<file path="src/rtl/spm_seq.sv">
// Serial-parallel multiplier: x is held across a carry-save array while y streams in LSB first.
// It returns the full XW+YW-bit product, unsigned or two's complement, with valid/ready handshakes.
module spm_seq #(
  parameter int XW = 32,
  parameter int YW = 32
) (
  input  logic             clk,
  input  logic             rst,
  input  logic             clear,
  input  logic             in_valid,
  output logic             in_ready,
  input  logic [XW-1:0]    x,
  input  logic [YW-1:0]    y,
  input  logic             signed_mode,
  output logic             out_valid,
  input  logic             out_ready,
  output logic [XW+YW-1:0] p
);

  localparam int N  = XW + YW;
  localparam int CW = $clog2(N + 1);
  localparam logic [CW-1:0] LAST = CW'(N);

  typedef enum logic [1:0] {IDLE, BUSY, DONE} state_t;

  state_t          state_q, state_d;
  logic [XW-1:0]   x_q, x_d;
  logic [YW-1:0]   y_q, y_d;
  logic            sm_q, sm_d;
  logic [XW-2:0]   sum_q, sum_d;
  logic [XW-1:0]   cry_q, cry_d;
  logic            sticky_q, sticky_d;
  logic [CW-1:0]   cnt_q, cnt_d;
  logic [N-1:0]    psh_q, psh_d;
  logic [N-1:0]    p_q, p_d;

  logic            ybit;
  logic            msb_pp;
  logic [XW-1:0]   pp, s_in, fa_s, fa_c;
  logic [YW:0]     y_ext;

  // Each stage adds x[i]&ybit to the sum of the stage above and its own carry.
  // In signed mode the MSB stream is negated serially: bits are copied up to the first 1, then inverted.
  always_comb begin
    ybit           = y_q[0];
    msb_pp         = x_q[XW-1] & ybit;
    pp             = x_q & {XW{ybit}};
    pp[XW-1]       = msb_pp ^ (sm_q & sticky_q);
    s_in           = {1'b0, sum_q};
    fa_s           = pp ^ s_in ^ cry_q;
    fa_c           = (pp & s_in) | (pp & cry_q) | (s_in & cry_q);
    y_ext          = {sm_q & y_q[YW-1], y_q};
  end

  always_comb begin
    state_d  = state_q;
    x_d      = x_q;
    y_d      = y_q;
    sm_d     = sm_q;
    sum_d    = sum_q;
    cry_d    = cry_q;
    sticky_d = sticky_q;
    cnt_d    = cnt_q;
    psh_d    = psh_q;
    p_d      = p_q;
    if (clear) begin
      state_d  = IDLE;
      sum_d    = '0;
      cry_d    = '0;
      sticky_d = 1'b0;
      cnt_d    = '0;
      psh_d    = '0;
      p_d      = '0;
    end else begin
      case (state_q)
        IDLE: begin
          if (in_valid) begin
            x_d      = x;
            y_d      = y;
            sm_d     = signed_mode;
            sum_d    = '0;
            cry_d    = '0;
            sticky_d = 1'b0;
            cnt_d    = '0;
            psh_d    = '0;
            state_d  = BUSY;
          end
        end
        BUSY: begin
          if (cnt_q == LAST) begin
            p_d     = psh_q;
            state_d = DONE;
          end else begin
            sum_d    = fa_s[XW-1:1];
            cry_d    = fa_c;
            sticky_d = sticky_q | (sm_q & msb_pp);
            y_d      = y_ext[YW:1];
            psh_d    = {fa_s[0], psh_q[N-1:1]};
            cnt_d    = cnt_q + 1'b1;
          end
        end
        DONE: begin
          if (out_ready) state_d = IDLE;
        end
        default: state_d = IDLE;
      endcase
    end
  end

  always_ff @(posedge clk or posedge rst) begin
    if (rst) begin
      state_q  <= IDLE;
      x_q      <= '0;
      y_q      <= '0;
      sm_q     <= 1'b0;
      sum_q    <= '0;
      cry_q    <= '0;
      sticky_q <= 1'b0;
      cnt_q    <= '0;
      psh_q    <= '0;
      p_q      <= '0;
    end else begin
      state_q  <= state_d;
      x_q      <= x_d;
      y_q      <= y_d;
      sm_q     <= sm_d;
      sum_q    <= sum_d;
      cry_q    <= cry_d;
      sticky_q <= sticky_d;
      cnt_q    <= cnt_d;
      psh_q    <= psh_d;
      p_q      <= p_d;
    end
  end

  assign in_ready  = (state_q == IDLE);
  assign out_valid = (state_q == DONE);
  assign p         = p_q;

endmodule

</file>
<file path="config.mk">
export PLATFORM = sky130hd
export DESIGN_NAME = spm_seq
export DESIGN_NICKNAME = d
export VERILOG_FILES = /design/src/rtl/spm_seq.sv
export SDC_FILE = /design/constraint.sdc
export NUM_CORES = 1
export LEC_CHECK = 0
export CAP_MARGIN = 20
export CORE_ASPECT_RATIO = 2
export CORE_MARGIN = 4
export CORE_UTILIZATION = 56
export CTS_CLUSTER_DIAMETER = 100
export DETAILED_ROUTE_END_ITERATION = 10
export GPL_TIMING_DRIVEN = 0
export PLACE_DENSITY = 0.8
export REMOVE_ABC_BUFFERS = 1
export SYNTH_ARGS = -nofsm -noshare
export SYNTH_HDL_FRONTEND = slang
export SYNTH_SLANG_ARGS = --single-unit
</file>
<file path="constraint.sdc">
create_clock -name clk -period 11.45 [get_ports clk]
set_clock_uncertainty 0.15 [all_clocks]
set_input_delay 2.29 -clock clk [delete_from_list [all_inputs] [get_ports clk]]
set_output_delay 2.29 -clock clk [all_outputs]
set_load 0.05 [all_outputs]
</file>
==> flow_summary.toml <==
[outcome]
status = "finished clean"

[placed_design]
placed_cells_incl_taps = 1153
dpl_worst_slack_ns = 6.42
dp.final_hpwl_um = 14400
gp_congestion = 0.791
port_buffers = 135
dpl_cell_area_um2 = 12800

[detailed_routing]
wire_per_inst_um = 17.7
first_iter_violations = 274
post_drt_via_cell_ratio = 5.75
drt-total-wl_um = 21200
drc = 0
num_vias = 6875
firstDrtPassIters = 4
final_antenna_net_count = 0

[critical_path]
rr_startpoint = "cnt_q[3]$_DFFE_PP0P_"
crit_family = "buffers and inverters"
critPathLaunch = "state_q[1]$_DFFE_PP0P_"
worst_setup_start_kind = "flip-flop"
timing_worst_setup_path_type = "reg -> out"
crit_path_max_fanout = 9
timing.critical_path.buf_inv = 1
worst-endpoint-arrival_ns = 2.13
worst_setup_end_kind = "primary output"
slowest_delay_ns = 0.87
crit_path_top_delay_cell = "sky130_fd_sc_hd__clkdlybuf4s50_1"
critical_path.cell_chain = "nor2b_1 > clkdlybuf4s50_1"
reg2reg_setup_slack_ns = 8.77
cp_data_required_time_ns = 9.01

[timing]
setup_tns_ns = 0
timing.fmax_mhz = 219
rsz0062_at_grt = "false"
tightest_slew_ns = 0.849
timing.hold.ws_ns = 0.333
relative_slew_margins_pct = 43.3
setup_viol = 0
timing.final.max_slew_violations = 0
min_period_over_period_pct = 39.9
hold_violations = 0
final.setup.worst_slack_ns = 6.88
period_needed_ns = 4.57

[clock_network]
tritoncts_clock_tree = "done"
clockBufferDepth = 3
cts_inserted_buffers = 25
cts.root.buffer_cell = "sky130_fd_sc_hd__clkbuf_16"
insertion_delay_ns = 0.52
cts.clk_slew.worst_paths_ns = 0.07
htree_depth = 1
hold_buffers = 0
post_cts_resized = 0
clk_sink_count = 266
post_cts_buffers = 0

[synthesis]
mappedNetlistArea_um2 = 11000
postSynth.asyncResetShare_pct = 100
synth.cells.most_frequent = "sky130_fd_sc_hd__dfrtp_1, sky130_fd_sc_hd__a22o_1, sky130_fd_sc_hd__mux2_2"
synth_sequential_area_ratio_pct = 60.3
synth_cells = 800
syn_area_per_cell_um2 = 13.8
synth-edff-count = 0
netlist-cell-type-count = 45
synth_ff_type = "sky130_fd_sc_hd__dfrtp_1"
synth_top_area_share_pct = 60.3
synth_seq_cells = 266
yosys.area.top_type = "sky130_fd_sc_hd__dfrtp_1"
synth.most_common_cell = "sky130_fd_sc_hd__dfrtp_1"
yosys-top-cells-area = "sky130_fd_sc_hd__dfrtp_1, sky130_fd_sc_hd__a22o_1, sky130_fd_sc_hd__mux2_2"
synth_warnings = 0

[layout]
layout.cells.non_filler = 1196
postLayoutCellArea_um2 = 13600
final_net_count = 1025
drive_gt1_share_pct = 16.7
area_growth_pct = 23.6

[global_routing]
grt_overflow = 0
grt_pass1_wl_um = 35500
first_global_vias = 7126
grt_antenna_before_repair = 0
maximum_number_of_pins_on_one_net_before_global_route_repair = 131
grtUsageTotal_pct = 19.8

[floorplanning]
rows = 72
start_util_pct = 57.0
core_region_area_um2 = 19400
die_width_um = 107
dieHeight_um = 207
area_of_the_die_um2 = 22100
io_pins = 136

[flow_run]
max-cap-violations = 0

[pwr]
power.leakage_nw = 5.85
power_density_nw_per_um2 = 150
worst_ir_drop_vdd_uv = 149

[min_path]
min-delay-path-class = "reg -> reg"
min_from = "y_q[27]$_DFFE_PP0P_"
-- sequential cells by signal, summed over array words and instances, names as in the netlist --
signal,cells
p,64
sticky_q,1
x_q,32
y_q,32
state_q,2
cry_q,32
cnt_q,7
sm_q,1
sum_q,31
psh_q,64
-- final timing paths --
| check | end | cells after the start |
|---|---|---|
| min in group asynchronous | p[63]$_DFFE_PP0P_ | 2 |
| max in group asynchronous | y_q[17]$_DFFE_PP0P_ | 4 |
| worst max-delay path | out_valid | 2 |
| worst min-delay path | y_q[27]$_DFFE_PP0P_ | 1 |
| worst max register to register | p[31]$_DFFE_PP0P_ | 5 |
| worst min register to register | y_q[27]$_DFFE_PP0P_ | 1 |
-- report_power, final --
group	leakage [nW]	internal (W)	switching, W
sequential	3.57	0.000999	0.0000317
combinational	1.89	0.000117	0.000110
clock	0.388	0.000454	0.000337
total	5.85	0.00157	0.000479
-- per-stage QoR --
step | util [%] | total power [W]
after detailed placement | 66.3 | 0.00128
after CTS | 70.4 | 0.00208
final | 70.4 | 0.00205
after global placement | 63.9 | 0.00125
after global routing | 70.4 | 0.00214
after floorplan | - | 0.00119
-- kinds of logic after synthesis --
group / synth area share [%]
AO/OA/AOI/OAI: 15.4
XOR/XNOR: 0.0794
adder cells (fa/ha/maj): 5.96
buffers and inverters: 5.33
flip-flops: 60.3
multiplexers: 9.98
AND/OR/NAND/NOR: 2.95
-- area by class of cell --
class | instances | area (µm²)
inverters | 68 | 263
well taps | 259 | 324
clock buffers | 39 | 758
flip-flops and latches | 266 | 6660
clock inverters | 3 | 30.0
diodes | 1 | 2.50
repair buffers | 154 | 1760
fillers | 1302 | 5730
multi-input cells | 406 | 3840
-- cell usage in the layout, fill, tap and decap left out, types with 4 or more instances in the layout --
master,count
sky130_fd_sc_hd__a22o_1,130
sky130_fd_sc_hd__buf_16,9
sky130_fd_sc_hd__buf_8,6
sky130_fd_sc_hd__clkbuf_1,6
sky130_fd_sc_hd__clkbuf_16,25
sky130_fd_sc_hd__clkbuf_8,8
sky130_fd_sc_hd__clkdlybuf4s50_1,135
sky130_fd_sc_hd__dfrtp_1,266
sky130_fd_sc_hd__fa_1,31
sky130_fd_sc_hd__inv_1,67
sky130_fd_sc_hd__mux2_1,9
sky130_fd_sc_hd__mux2_2,87
sky130_fd_sc_hd__nand2_1,36
sky130_fd_sc_hd__nand3_1,4
sky130_fd_sc_hd__nor2_1,4
sky130_fd_sc_hd__o22ai_1,61
-- per-layer routing --
layer  global-route usage (%)  routed length, µm
met5                        0                  0
met3                     2.72                922
met4                     6.08                535
met2                     35.6              11500
met1                     24.6               8310
(Power assumes the default switching activity.)
